[src/rtl/fifo_core.sv]
// fifo_core: single-clock circular-buffer FIFO with registered occupancy flags and a protocol-error pulse
module fifo_core #(
  parameter int WIDTH        = 32,
  parameter int DEPTH        = 16,
  parameter int ALMOST_FULL  = 12,
  parameter int ALMOST_EMPTY = 4
) (
  input  logic             clk,
  input  logic             reset,
  input  logic             push,
  input  logic             pop,
  input  logic [WIDTH-1:0] data_in,
  output logic [WIDTH-1:0] data_out,
  output logic             empty,
  output logic             almost_empty,
  output logic             almost_full,
  output logic             full,
  output logic             error
);
  localparam int AW = $clog2(DEPTH);
  localparam logic [AW:0] ONE = (AW+1)'(1);
  localparam logic [AW:0] AF  = (AW+1)'(ALMOST_FULL);
  localparam logic [AW:0] AE  = (AW+1)'(ALMOST_EMPTY);
  localparam logic [AW:0] FC  = (AW+1)'(DEPTH);
  logic [WIDTH-1:0] mem [DEPTH];
  logic [AW-1:0]    wr_ptr, rd_ptr;
  logic [AW:0]      count, count_nx;
  logic             do_push, do_pop;
  // a pop frees a slot at the same edge, so a push on full is legal when paired with a pop
  assign do_push = push && (!full || pop);
  assign do_pop  = pop && !empty;
  always_comb
    count_nx = (do_push && !do_pop) ? count + ONE :
               (do_pop && !do_push) ? count - ONE : count;
  always_ff @(posedge clk)
    if (do_push) mem[wr_ptr] <= data_in;
  always_ff @(posedge clk or posedge reset)
    if (reset) begin
      wr_ptr       <= '0;
      rd_ptr       <= '0;
      count        <= '0;
      data_out     <= '0;
      empty        <= 1'b1;
      almost_empty <= 1'b1;
      almost_full  <= 1'b0;
      full         <= 1'b0;
      error        <= 1'b0;
    end else begin
      if (do_push) wr_ptr <= wr_ptr + AW'(1);
      if (do_pop) begin
        rd_ptr   <= rd_ptr + AW'(1);
        data_out <= mem[rd_ptr];
      end
      count        <= count_nx;
      empty        <= count_nx == '0;
      almost_empty <= count_nx <= AE;
      almost_full  <= count_nx >= AF;
      full         <= count_nx == FC;
      error        <= (push && full && !pop) || (pop && empty);
    end
endmodule
[config.mk]
export PLATFORM = sky130hd
export DESIGN_NAME = fifo_core
export DESIGN_NICKNAME = d
export VERILOG_FILES = /design/src/rtl/fifo_core.sv
export SDC_FILE = /design/constraint.sdc
export NUM_CORES = 1
export LEC_CHECK = 0
export BUFFER_PORTS_ARGS = -buffer_cell sky130_fd_sc_hd__buf_2
export CAP_MARGIN = 0
export CORE_ASPECT_RATIO = 0.6
export CORE_MARGIN = 8
export CORE_UTILIZATION = 45
export DETAILED_ROUTE_END_ITERATION = 10
export PLACE_DENSITY = 0.7
export SLEW_MARGIN = 25
export SYNTH_ARGS = -nofsm -noshare
export SYNTH_HDL_FRONTEND = slang
export SYNTH_SLANG_ARGS = --single-unit
[constraint.sdc]
create_clock -name clk -period 12.3 [get_ports clk]
set_input_delay 0 -clock clk [delete_from_list [all_inputs] [get_ports clk]]
set_output_delay 0 -clock clk [all_outputs]
set_load 0.02 [all_outputs]
==> metrics, run 1 <==
library cells used by synthesis=43; Yosys reg bits=562; async set or reset register ratio after synthesis=8.90%; area grow syn2layout=14.6%; Leakage=8.40 nW; Worst Hold Class=in -> async; Critical Path End Type=flop; fin crit period=3000 ps; Critical Path Source Type=flop; Post-Syn Area=21700 um^2; Worst-Margin Slew=1040 ps; dpl ws=9280 ps; Final setup viols=0; top-count cell post-synth=edfxtp_1; drt wl/cell=24.6 um; DRT Pass-1 Iters=5; syn nets=1144; largest stage delay on the critical path=1050 ps; Die Y=186 um; RSZ-0062 raised after global routing=false; maximum buffer depth of the clock tree=3; Setup CP Type=reg -> reg; Remaining DRCs=0; count of final hold-check violations=0; Worst R2R Start=rd_ptr[0]; Yosys warnings=0; die area=55600 um^2; worst path required time=12740 ps; total clock sinks=562; f_max=334 MHz; final setup TNS=0 ps; crit path buf inv count=1; PortBufs=72; cell taking the most area after synthesis=edfxtp_1; PnR worst setup slack=9300 ps; Synth Area per Inst=19.7 um^2; worst path cell trace=buf_4 -> mux4_2 -> mux2i_1 -> a21oi_1; clock skew=22.0 ps; first-pass GRT wire length=70000 um; 1st-iter DRT viols=858; core region area=47600 um^2; Slew Viols, Final=0; slowest CP cell=dfrtp_4; diode count=0; clk slew on worst S/H paths=70 ps; top cells by area, synth=edfxtp_1, mux2i_1, mux4_2; Max transition margin=30.4%; max-cap viol count=0; cell family with the largest share of critical-path delay=flip-flops; GRT Util Overall=16.7%; CTS tree=built; total grt overflow=0; NumNets Final=1264; DP Wirelength=25200 um; antenna violations before repair=1; Post-CTS Setup Bufs=0; ANT nets after route=0; top cell type's share of synthesized area=71.0%; Clock Latency Late Sink=570 ps; vias in the first global route=11000; number of flops mapped to enable cells by yosys=512; Top Ports=73; number of cells produced by synthesis=1101; Post-synth top cells=edfxtp_1, mux2i_1, mux4_2; sequential area share after synthesis=76.8%; Vias=10700; Worst VDD drop=0.000178 V; Tcrit/Tclk final=24.4%; status=complete, no violations; layout cells sized above 1=22.0%; CTS Buf Count=49; Vias/cell=5.65; initial core utilization=45.5%; Cell Pwr Density=225 nW/um^2; largest net degree at the start of global routing=70; Routed WL=46800 um; ys flop type=edfxtp_1; # rows=62; GPL Wtd Cong=0.716; Worst Setup SP=rd_ptr[0]; root buffer cell=clkbuf_16; Data arrival, critical path=3430 ps; Die X=299 um; crit path max fanout=54; H-Tree Level Count=2
cell families after synthesis:
group                    Yosys count  synth area share (%)
AO/OA/AOI/OAI                    139                  4.52
XOR/XNOR                          10                 0.474
adder cells (fa/ha/maj)            7                 0.405
buffers and inverters             75                  1.65
flip-flops                       562                  76.8
multiplexers                     224                  14.1
AND/OR/NAND/NOR                   84                  2.10
metal layers:
metal	routed length, um	vias to the layer above	global-route usage, %
met3	3050	88	3.04
li1	-	4717	-
met4	996	2	4.28
met5	12	-	0
met1	20900	5564	23.5
met2	21800	358	26.8
state kept, by name, summed over array words and instances, names as in the netlist:
register      count
almost_empty      1
almost_full       1
count             5
data_out         32
empty             1
error             1
full              1
mem             512
rd_ptr            4
wr_ptr            4
worst register-to-register path, stage by stage (launching register included):
cell and delay, ps:
dfrtp_4 1050, buf_4 880, mux4_2 670, mux2i_1 190, a21oi_1 90
power by group:
group          switching [mW]  leakage (nW)  internal (mW)  total [mW]
Clock                   0.667         0.800          0.892        1.56
Sequential              0.207          5.19           2.34        2.55
Combinational           0.860          2.41          0.620        1.48
cell type report:
| class | instances | area, um^2 |
|---|---|---|
| fillers | 3735 | 22800 |
| repair buffers | 134 | 961 |
| clock inverters | 27 | 297 |
| well taps | 640 | 801 |
| clock buffers | 63 | 1330 |
| flip-flops and latches | 562 | 16600 |
| inverters | 10 | 37.5 |
| multi-input cells | 464 | 4750 |
metrics by stage:
step,instance area (um^2),hold WS (ps),instances,power (mW),utilization (%)
3_5_place_dp,22800,307,1774,4.07,47.9
5_1_grt,24800,318,1900,5.82,52.1
3_3_place_gp,22800,303,1771,4.02,47.8
6_report,24800,251,1900,5.58,52.1
4_1_cts,24800,254,1900,5.64,52.1
2_1_floorplan,21700,98.9,1101,3.59,-
worst paths after layout:
| kind | end | slack [ps] | cells past startpoint |
|---|---|---|---|
| hold / removal | count[4] | 250 | 4 |
| setup reg to reg | data_out[5] | 9300 | 4 |
| hold reg to reg | count[4] | 530 | 1 |
| min in group clk | mem[15][11] | 350 | 2 |
| setup / recovery | data_out[5] | 9300 | 4 |
| max in group asynchronous | rd_ptr[1] | 11380 | 4 |
timing repair:
action | CTS | global route
hold buffers | 36 | 0
gates resized for setup | 0 | 0
endpoints found under the hold margin | 568 | 0
placed cells by master (no fill, tap or decap), drive strengths merged, types with 2 or more instances in the layout:
cell type    count
mux2i          160
dfstp            2
clkinvlp         3
edfxtp         512
nand2b           4
o32ai           32
nand4            2
nor3             2
dlygate4sd3     36
bufinv           6
inv             12
xnor2           10
dfrtp           48
o211ai          32
nor4             5
nor3b            3
clkbuf          63
o22ai           32
a211oi           3
clkinv          16
a21oi           32
a41oi            2
buf             98
ha               7
o21ai            2
nand3            2
nor2            41
nand2           10
mux4            64
and2            10
(Power assumes the default switching activity.)
==> run 2: changes to the inputs <==
--- a/config.mk
+++ b/config.mk
@@ -11,7 +11,7 @@
 export CORE_MARGIN = 8
 export CORE_UTILIZATION = 45
 export DETAILED_ROUTE_END_ITERATION = 10
-export PLACE_DENSITY = 0.7
+export PLACE_DENSITY = 0.72
 export SLEW_MARGIN = 25
 export SYNTH_ARGS = -nofsm -noshare
 export SYNTH_HDL_FRONTEND = slang
==> constraint.sdc (replaced) <==
create_clock -name clk -period 2.5 [get_ports clk]
set_input_delay 0 -clock clk [delete_from_list [all_inputs] [get_ports clk]]
set_output_delay 0 -clock clk [all_outputs]
set_load 0.02 [all_outputs]
==> run 2 against run 1 <==
Compared with the run above: critical path depth is 3 higher; utilization increased by 1.0 points; critical path type unchanged; total power grew to 5.0 times the previous value; flip-flop and latch count unchanged.
==> metrics, run 2 (synthesis results as in run 1) <==
status=complete, no violations (unchanged); Worst Hold Class=in -> async (unchanged); Power Internal=19.3 mW (was 3.85 mW); crit path buf inv count=1 (unchanged); area grow syn2layout=16.9% (was 14.6%); worst reg2reg setup slack=370 ps (was 9300 ps); clock share of power=27.3% (was 27.9%); biggest regs=mem: 512 flops, data_out: 32 flops, count: 5 flops (unchanged); Max transition margin=40.1% (was 30.4%); crit path max fanout=7 (was 54); commonest non-fill, non-tap cell in the layout=edfxtp_1 (unchanged); vias in the first global route=11500 (was 11000); Worst VDD drop=0.000644 V (was 0.000178 V); Remaining DRCs=0 (unchanged); PnR worst setup slack=367 ps (was 9300 ps); Worst R2R Start=count[0] (was rd_ptr[0]); # fillers=3719 (was 3735); Die X=299 um (unchanged); Clock Latency Late Sink=580 ps (was 570 ps); DP Wirelength=27200 um (was 25200 um); GRT Util Overall=17.1% (was 16.7%); antenna violations before repair=1 (unchanged); Top reg by flops=mem (unchanged); Logic pwr share=29.4% (was 26.5%); most frequent cells in the layout=edfxtp_1, mux2i_1, buf_2, mux4_2, clkbuf_16 (unchanged); Slew Viols, Final=0 (unchanged); layout cells sized above 1=23.4% (was 22.0%); worst path cell trace=inv_1 -> ha_1 -> nor4bb_1 -> a41oi_1 -> xnor2_1 -> o21bai_1 -> nor3b_2 (was buf_4 -> mux4_2 -> mux2i_1 -> a21oi_1); root buffer cell=clkbuf_16 (unchanged); Reg area=16600 um^2 (unchanged); drt wl/cell=24.8 um (was 24.6 um); slowest CP cell=nor4bb_1 (was dfrtp_4); diode count=0 (unchanged); Tcrit/Tclk final=85.3% (was 24.4%); fin crit period=2130 ps (was 3000 ps); R2R cell count=7 (was 4); H-Tree Level Count=2 (unchanged); Final setup viols=0 (unchanged); max reg flops=512 (unchanged); clk slew on worst S/H paths=70 ps (about the same); post-CTS sizing=0 (unchanged); total grt overflow=0 (unchanged); first-pass GRT wire length=72400 um (was 70000 um); worst path required time=2970 ps (was 12740 ps); cell family with the largest share of critical-path delay=simple AND/OR/NAND/NOR gates (was flip-flops); 1st-iter DRT viols=1147 (was 858); core region area=47600 um^2 (unchanged); largest stage delay on the critical path=550 ps (was 1050 ps); Sw Ratio=31.4% (was 31.1%); Sw Pwr=8.84 mW (was 1.73 mW); DRT Pass-1 Iters=5 (unchanged); Vias/cell=5.74 (was 5.65); ANT nets after route=0 (unchanged); f_max=469 MHz (was 334 MHz); GPL Wtd Cong=0.788 (was 0.716); Cell Pwr Density=1110 nW/um^2 (was 225 nW/um^2); Multi-input gate area=4790 um^2 (was 4750 um^2); NumNets Final=1293 (was 1264); initial core utilization=45.5% (unchanged); max-cap viol count=0 (unchanged); maximum buffer depth of the clock tree=3 (unchanged); Die Y=186 um (unchanged); largest net degree at the start of global routing=68 (was 70); CTS tree=built (unchanged); Routed WL=47900 um (was 46800 um); Vias=11100 (was 10700); Post-CTS Setup Bufs=0 (unchanged); # rows=62 (unchanged); RSZ-0062 raised after global routing=false (unchanged); Critical Path End Type=flop (unchanged); post-layout util=53.1% (was 52.1%); Setup CP Type=reg -> reg (unchanged); count of final hold-check violations=0 (unchanged); Worst-Margin Slew=899 ps (was 1040 ps); Leakage=8.61 nW (was 8.40 nW); total clock sinks=562 (unchanged); Critical Path Source Type=flop (unchanged); reg-to-reg endpoint=full (was data_out[5]); Top Ports=73 (unchanged); PortBufs=72 (unchanged); clock skew=21.3 ps (was 22.0 ps); dpl ws=396 ps (was 9280 ps); Seq pwr share=43.3% (was 45.6%); Data arrival, critical path=2600 ps (was 3430 ps); CTS Buf Count=50 (was 49); die area=55600 um^2 (unchanged)
[run 2: metal layers]
layer | GRT usage, % | vias to the layer above | routed length (um)
li1 | - | 4776 | -
met1 | 24.6 | 5835 | 21700
met2 | 26.9 | 421 | 21900
met3 | 3.64 | 58 | 3560
met4 | 3.32 | 0 | 765
met5 | 0 | - | 0
[run 2: timing repair]
action | CTS | global route
setup endpoints to repair | 0 | 0
hold endpoints to repair | 546 | 0
hold buffers | 36 | 0
[run 2: power by group through the flow]
stage	Clock [mW]	Combinational (mW)	Sequential [mW]
floorplan	0	5.29	12.4
global placement	0	8.06	12.3
detailed placement	0	8.27	12.4
CTS	7.79	8.35	12.2
global route	8.14	8.87	12.3
finish	7.70	8.27	12.2
[run 2: worst min-delay path, delay by kind of cell]
kind | cells | cell delay (ps)
buffers and inverters | 3 | 1270
[run 2: metrics by stage]
stage | cells | area [um^2] | hold WS [ps] | power (mW) | TNS (ps)
after floorplan | 1101 | 21700 | 98.9 | 17.7 | -49900
after global placement | 1801 | 23300 | 219 | 20.4 | 0
after detailed placement | 1802 | 23300 | 217 | 20.7 | 0
after CTS | 1931 | 25300 | 160 | 28.3 | 0
after global routing | 1931 | 25300 | 201 | 29.3 | 0
final | 1931 | 25300 | 163 | 28.2 | 0
[run 2: how the worst max path moves through the flow]
stage               startpoint        end  slack [ps]  depth (start not counted)
finish                count[0]       full         370                          7
global route          count[0]      empty         250                          7
CTS                   count[0]       full         400                          7
detailed placement    count[0]       full         400                          7
global placement      count[0]       full         430                          7
floorplan                 full  mem[0][0]        -520                          3
[run 2: area by class of cell]
| type | instances | share of cell area, % |
|---|---|---|
| clock buffers | 68 | 5.45 |
| clock inverters | 25 | 0.989 |
| inverters | 10 | 0.148 |
| multi-input cells | 464 | 18.9 |
| flip-flops and latches | 562 | 65.8 |
| well taps | 640 | 3.17 |
| repair buffers | 162 | 5.57 |
